==> src/rtl/spi_slave_rx.sv <==
// SPI receive-only slave, mode 0 (sclk idle low, sample on rising sclk).
// All SPI pins are oversampled on clk; sclk is treated as data, never as a clock.
//
// state   | meaning
// --------+-----------------------------------------------------------
// IDLE    | waiting for a synchronized cs falling edge
// SHIFT   | frame in progress; shifting mosi on sclk rise until cs rise
module spi_slave_rx #(
  parameter int DATA_W = 16
) (
  input  logic              clk,
  input  logic              rst,
  input  logic              sclk,
  input  logic              mosi,
  input  logic              cs,
  output logic [DATA_W-1:0] rx_data,
  output logic              rx_valid,
  input  logic              rx_ready,
  output logic              busy,
  output logic              frame_err,
  output logic              overrun
);

  localparam int CNT_W = $clog2(DATA_W + 2);
  localparam logic [CNT_W-1:0] CNT_FULL = CNT_W'(DATA_W);
  localparam logic [CNT_W-1:0] CNT_OVER = CNT_W'(DATA_W + 1);

  typedef enum logic {ST_IDLE, ST_SHIFT} state_t;

  state_t state_q, state_d;

  logic sclk_m, sclk_s, sclk_h;
  logic mosi_m, mosi_s;
  logic cs_m, cs_s, cs_h;
  logic [1:0] rst_dly;
  logic armed;

  logic [CNT_W-1:0]  cnt_q, cnt_d;
  logic [DATA_W-1:0] shreg_q, shreg_d;
  logic [DATA_W-1:0] data_d;
  logic valid_d, ferr_d, ovr_d;

  logic sclk_rise, cs_fall, cs_rise;

  // Synchronize the SPI pins and keep one-cycle history for edge detection.
  // After reset, cs falls are ignored until the synchronizer holds a real
  // high level, so a cs already low when reset releases never opens a frame.
  always_ff @(posedge clk) begin
    if (rst) begin
      sclk_m  <= 1'b0;
      sclk_s  <= 1'b0;
      sclk_h  <= 1'b0;
      mosi_m  <= 1'b0;
      mosi_s  <= 1'b0;
      cs_m    <= 1'b1;
      cs_s    <= 1'b1;
      cs_h    <= 1'b1;
      rst_dly <= 2'b00;
      armed   <= 1'b0;
    end else begin
      sclk_m  <= sclk;
      sclk_s  <= sclk_m;
      sclk_h  <= sclk_s;
      mosi_m  <= mosi;
      mosi_s  <= mosi_m;
      cs_m    <= cs;
      cs_s    <= cs_m;
      cs_h    <= cs_s;
      rst_dly <= {rst_dly[0], 1'b1};
      if (rst_dly[1] && cs_s) armed <= 1'b1;
    end
  end

  assign sclk_rise = sclk_s & ~sclk_h;
  assign cs_fall   = armed & ~cs_s & cs_h;
  assign cs_rise   = cs_s & ~cs_h;

  // State, bit counter, shift register and output registers.
  always_ff @(posedge clk) begin
    if (rst) begin
      state_q   <= ST_IDLE;
      cnt_q     <= '0;
      shreg_q   <= '0;
      rx_data   <= '0;
      rx_valid  <= 1'b0;
      frame_err <= 1'b0;
      overrun   <= 1'b0;
    end else begin
      state_q   <= state_d;
      cnt_q     <= cnt_d;
      shreg_q   <= shreg_d;
      rx_data   <= data_d;
      rx_valid  <= valid_d;
      frame_err <= ferr_d;
      overrun   <= ovr_d;
    end
  end

  // Next-state, shifting, frame-end commit and handshake logic.
  always_comb begin
    state_d = state_q;
    cnt_d   = cnt_q;
    shreg_d = shreg_q;
    data_d  = rx_data;
    valid_d = rx_valid;
    ferr_d  = 1'b0;
    ovr_d   = 1'b0;

    if (rx_valid && rx_ready) valid_d = 1'b0;

    case (state_q)
      ST_IDLE: begin
        if (cs_fall) begin
          state_d = ST_SHIFT;
          cnt_d   = '0;
          shreg_d = '0;
        end
      end
      ST_SHIFT: begin
        // cs rise takes priority over a coincident sclk rise.
        if (cs_rise) begin
          state_d = ST_IDLE;
          if (cnt_q == CNT_FULL) begin
            if (!rx_valid || rx_ready) begin
              data_d  = shreg_q;
              valid_d = 1'b1;
            end else begin
              ovr_d = 1'b1;
            end
          end else begin
            ferr_d = 1'b1;
          end
        end else if (sclk_rise) begin
          if (cnt_q < CNT_FULL) begin
            shreg_d = {shreg_q[DATA_W-2:0], mosi_s};
            cnt_d   = cnt_q + CNT_W'(1);
          end else begin
            cnt_d = CNT_OVER;
          end
        end
      end
      default: state_d = ST_IDLE;
    endcase
  end

  assign busy = (state_q == ST_SHIFT);

endmodule

==> config.mk <==
export PLATFORM = sky130hd
export DESIGN_NAME = spi_slave_rx
export DESIGN_NICKNAME = d
export VERILOG_FILES = /design/src/rtl/spi_slave_rx.sv
export SDC_FILE = /design/constraint.sdc
export NUM_CORES = 1
export LEC_CHECK = 0
export ABC_CLOCK_PERIOD_IN_PS = 2200
export CAP_MARGIN = 10
export CORE_MARGIN = 3
export CORE_UTILIZATION = 40
export DETAILED_ROUTE_END_ITERATION = 12
export GPL_TIMING_DRIVEN = 0
export HOLD_SLACK_MARGIN = 0.03
export PLACE_DENSITY = 0.7
export SETUP_SLACK_MARGIN = 0.4
export SLEW_MARGIN = 0
export SYNTH_ARGS = -nofsm -noshare
export SYNTH_HDL_FRONTEND = slang
export SYNTH_SLANG_ARGS = --single-unit
==> constraint.sdc <==
create_clock -name clk -period 2.2 [get_ports clk]
set_input_delay 0.44 -clock clk [delete_from_list [all_inputs] [get_ports clk]]
set_output_delay 0.44 -clock clk [all_outputs]
set_load 0.01 [all_outputs]
# Word-level counts from Yosys, hierarchy flattened
# Index checks and enable logic that the tools add are counted.
# op_classes
add_sub_neg,1
magnitude_cmp,1
eq_ne,5
mux,21
bitwise,10
n_reduce_logical,9
# ops
op,n
two-way mux 16 bit,4
case mux 16 bit (2 select lines),1
two-way mux 5 bit,4
two-way mux 1 bit,10
case mux 5 bit (2 select lines),1
AND reduction 4 bit,2
NOT 1 bit,6
adder 5 x 1 -> 5 bit (second input constant),1
== test 5 bit (second input constant),1
< comparator 5 bit (second input constant),1
AND 1 bit,4
!= test 2 x 1 -> 1 bit (second input constant),2
!= test 2 bit (second input constant),2
OR reduction 4 bit,1
AND reduction 3 bit,1
OR reduction 3 bit,1
logical AND 1 bit,2
case mux 1 bit (2 select lines),1
zero test 1 bit,1
logical OR 1 bit,1
# totals
register_bits,52
inputBits,6
out_inout_bits,20
wordCells,65

# Depth between registers and ports, before layout
# depth
depth_word,6
ltp_mapped,8

# Worst setup path before layout
# No wires, ideal clock.
# synth_path
path_type,flip-flop to flip-flop
startpoint,register cnt_q[0]
endpoint,register rx_data[11]
arrival_ns,1.417
required_time_ns,2.072
path_slack_ns,0.656
path_stages_with_launch,9
period_less_slack_ns,1.544
cell_sequence,dfxtp_1 -> inv_1 -> ha_1 -> and4bb_1 -> and3b_1 -> buf_6 -> buf_12 -> mux2i_1 -> nor2_1
# synth_via
elab_chain_cells,2
# synth_lines
item,line,rtl
"start, declared",38,"logic [CNT_W-1:0] cnt_q, cnt_d;"
"start signal, assigned",90,cnt_q <= cnt_d;
== test 5 bit,123,if (cnt_q == CNT_FULL) begin
AND reduction 4 bit (no source line),-,
"end signal, assigned",92,rx_data <= data_d;
"end, declared",16,"output logic [DATA_W-1:0] rx_data,"
# Every way passes these cells.
# A chain may end at the register's enable or synchronous reset.

# Final worst setup path
# Same ends and word-level chain as after synthesis.

==> run_results.csv <==
group,metric,value,unit
status,run_status,"completed",
yosys,postSynthAreaPerCell,9.60,sq um
yosys,synth_edf_count,0,
worst_hold_path,worstHoldPathCells,2,
floorplan,die_height,75.5,um
place,detailedPlacementHpwl,2400,um
critical_path,crit-reg2reg-launch,"cnt_q[0]",
yosys,yosys-top-cells-count,"sky130_fd_sc_hd__dfxtp_1, sky130_fd_sc_hd__a21oi_1, sky130_fd_sc_hd__nand2_1, sky130_fd_sc_hd__nand3_1, sky130_fd_sc_hd__nor2_1",
yosys,postSynthCellCount,201,
routing,route.detailed.wl_per_inst,12.1,um
power_and_ir_drop,static_leak,0.783,nW
clock_network,cts_tree,"done",
power_and_ir_drop,share_comb_of_total_power,2.8,%
timing,max_slew.worst_pin.slew,0.477,ns
yosys,cell_with_the_most_instances_after_synthesis,"sky130_fd_sc_hd__dfxtp_1",
grt,grtUsageTotal,13.6,%
clock_network,worst_path_clk_slew,0.09,ns
routing,wl,3450,um
timing,timing.slew.headroom,67.8,%
yosys,synth.yosys.seq_area_share,53.9,%
grt,grt_first_pass_wirelength,5840,um
final_layout,layout.nets,240,
grt,grt_remaining_overflow,0,
power_and_ir_drop,power-per-cell-area,663,mW/mm^2
timing,hold_violations,0,
timing,worst_skew,0.0120,ns
yosys,synth_largest_area_cell,"sky130_fd_sc_hd__dfxtp_1",
timing,maximum_clock_frequency,0.594,GHz
clock_network,cts_num_sinks,52,
power_and_ir_drop,power.sequential.fraction,61.8,%
yosys,synth.area.top_cells,"sky130_fd_sc_hd__dfxtp_1, sky130_fd_sc_hd__mux2i_1, sky130_fd_sc_hd__a21oi_1",
floorplan,floorplan.io_pins,26,
floorplan,core.rowCount,24,
flow_run,max-cap-violations,0,
place,gp_congestion,0.708,
critical_path,timing.reg2reg.setup_slack,0.52,ns
timing,hold_slack,0.401,ns
timing,min_period,1.68,ns
routing,dr_total_vias,1432,
floorplan,fp.coreArea,0.00450,sq mm
power_and_ir_drop,p_sw_share,20.8,%
routing,dr_wl_met2,1510,um
routing,number_of_vias_per_cell,5.02,
grt,first_global_vias,1263,
critical_path,start_kind,"flip-flop",
critical_path,worstPathRequired,2.39,ns
worst_hold_path,holdPathEnd,"rst_dly[0]",
routing,drtPass1Iterations,4,
critical_path,endpoint_of_the_worst_slack_reg_to_reg_timing_path,"rx_data[11]",
timing,finalSetupViolations,0,
clock_network,cts-buffers-inserted,5,
worst_hold_path,worst_hold_path_class,"input port to flip-flop",
clock_network,ctsHtreeMaxLevel,2,
routing,drt_first_iter_violations,99,
timing,timing.final.max_slew_violations,0,
floorplan,fp.dieW,75.5,um
power_and_ir_drop,clock_power_share,35.4,%
power_and_ir_drop,total_switching_power,0.000321,W
critical_path,worst-r2r-cell-count,8,
final_layout,area_growth_syn_to_layout,20.7,%
yosys,synth_async_sr_flop_share,0,%
routing,antenna_left,0,
final_layout,layout-drive-gt1-share,8.58,%
timing,timing.final.ws_setup,0.518,ns
power_and_ir_drop,worst_supply_voltage_drop_on_vdd,0.000442,V
timing,grt_setup_unrepaired,"false",
critical_path,critical_path_class,"flip-flop to flip-flop",
critical_path,cp-end-kind,"flip-flop",
timing,setup_total_negative_slack,0,ns
power_and_ir_drop,internal-power,0.00122,W
clock_network,clk_latency,0.31,ns
routing,met3RoutedLength,112,um
final_layout,utilization,51.7,%
routing,topRoutingLayerUsed,"met4",
yosys,ys.flop_type,"sky130_fd_sc_hd__dfxtp_1",
yosys,synthesis.nets,209,
routing,routedLengthMet1,1770,um
clock_network,cts_max_path_bufs,2,
clock_network,cts_root_buffer,"sky130_fd_sc_hd__clkbuf_8",
worst_hold_path,origin_of_the_worst_min_delay_path,"rst",
yosys,post_synth_num_cell_types,34,
yosys,number_of_warning_messages_in_the_yosys_log,0,
floorplan,initial_utilization,42.9,%
floorplan,die_area,0.00570,sq mm
grt,grt_max_degree,16,
yosys,synth.ff_latch_count,52,
yosys,yosysTopAreaCellShare,53.9,%
critical_path,worst-endpoint-arrival,1.87,ns
final_layout,diodes,0,
timing,layout_worst_path_cycle_share,76.5,%
grt,grt_antenna_before_repair,0,
place,post-place-ws,0.269,ns
routing,drc,0,
yosys,syn_area,0.00193,sq mm
place,port_buffers,24,
critical_path,timing.critical_path.fanout_max,10,
## area by class of cell
class	instances	area, sq um
Buffer	13	78.8
Clock buffer	7	86.3
Inverter	4	15.0
Sequential cell	52	1040
Tap cell	52	65.1
Clock inverter	1	7.51
Fill cell	443	2170
Multi-Input combinational cell	132	796
Timing Repair Buffer	24	240
## worst max-delay path by stage
stage / from / to / slack [ns] / cells after the start
2_1_floorplan: cnt_q[0] / rx_data[11] / 0.66 / 8
4_1_cts: cnt_q[0] / rx_data[11] / 0.47 / 8
6_report: cnt_q[0] / rx_data[11] / 0.52 / 8
5_1_grt: cnt_q[0] / rx_data[4] / 0.41 / 8
3_3_place_gp: rx_ready / rx_data[12] / 0.31 / 7
3_5_place_dp: rx_ready / rx_data[11] / 0.27 / 7
## flip-flops by register name, indices dropped and copies added, names as in the netlist
signal / cells
mosi_s: 1
cs_h: 1
rx_valid: 1
frame_err: 1
sclk_s: 1
cnt_q: 5
cs_m: 1
mosi_m: 1
rx_data: 16
cs_s: 1
busy: 1
sclk_m: 1
shreg_q: 16
sclk_h: 1
overrun: 1
rst_dly: 2
armed: 1
## logic make-up after synthesis
group	Yosys count	share of synthesized area (%)
AO/OA/AOI/OAI	29	8.43
AND/OR/NAND/NOR	85	23.2
buffers and inverters	17	4.86
flip-flops	52	53.9
multiplexers	16	8.30
adder cells (fa/ha/maj)	2	1.30
## layer usage
metal / track usage, % / up-vias
met5: 0 / -
met4: 5.24 / 0
met3: 3.96 / 5
met2: 19.5 / 24
met1: 19.2 / 653
li1: - / 750
## worst max-delay path, cell delays in order (launching register included)
cell	delay, ns
sky130_fd_sc_hd__dfxtp_2	0.34
sky130_fd_sc_hd__inv_1	0.07
sky130_fd_sc_hd__ha_1	0.15
sky130_fd_sc_hd__and4bb_1	0.24
sky130_fd_sc_hd__and3b_1	0.19
sky130_fd_sc_hd__buf_6	0.16
sky130_fd_sc_hd__buf_12	0.15
sky130_fd_sc_hd__mux2i_1	0.21
sky130_fd_sc_hd__nor2_1	0.05
## cells in the final DEF, fill, tap and decap left out, types with 2 or more instances in the layout
| cell | count |
|---|---|
| sky130_fd_sc_hd__nand3_1 | 18 |
| sky130_fd_sc_hd__a21oi_1 | 21 |
| sky130_fd_sc_hd__ha_1 | 2 |
| sky130_fd_sc_hd__buf_2 | 4 |
| sky130_fd_sc_hd__clkbuf_1 | 6 |
| sky130_fd_sc_hd__clkbuf_8 | 6 |
| sky130_fd_sc_hd__nand2_1 | 20 |
| sky130_fd_sc_hd__nor3_1 | 3 |
| sky130_fd_sc_hd__o21ai_0 | 2 |
| sky130_fd_sc_hd__nor2_1 | 18 |
| sky130_fd_sc_hd__and3_1 | 2 |
| sky130_fd_sc_hd__or2_2 | 3 |
| sky130_fd_sc_hd__mux2i_1 | 16 |
| sky130_fd_sc_hd__dfxtp_1 | 51 |
| sky130_fd_sc_hd__clkdlybuf4s50_1 | 24 |
| sky130_fd_sc_hd__nand3b_1 | 2 |
| sky130_fd_sc_hd__inv_1 | 4 |
| sky130_fd_sc_hd__nand2b_1 | 4 |
| sky130_fd_sc_hd__nor2b_1 | 8 |
## per-stage QoR
| step | cell area [sq um] | std cells | total power (W) |
|---|---|---|---|
| after global placement | 2240 | 277 | 0.00102 |
| after CTS | 2330 | 285 | 0.00156 |
| after floorplan | 1930 | 201 | 0.00100 |
| final | 2330 | 285 | 0.00154 |
| after global routing | 2330 | 285 | 0.00161 |
| after detailed placement | 2240 | 277 | 0.00102 |
## timing repair
item	CTS	global route
setup endpoints to repair	0	7
setup buffers	0	0
hold buffers	0	0
resized for setup	0	1
## power groups by stage
stage	clock [W]	combinational [W]	sequential [W]
6_report	0.000547	0.0000432	0.000954
5_1_grt	0.000602	0.0000488	0.000956
4_1_cts	0.000564	0.0000439	0.000954
3_5_place_dp	0	0.0000437	0.000977
3_3_place_gp	0	0.0000436	0.000976
2_1_floorplan	0	0.0000280	0.000975
No activity file was read; power rests on OpenSTA's default activity.
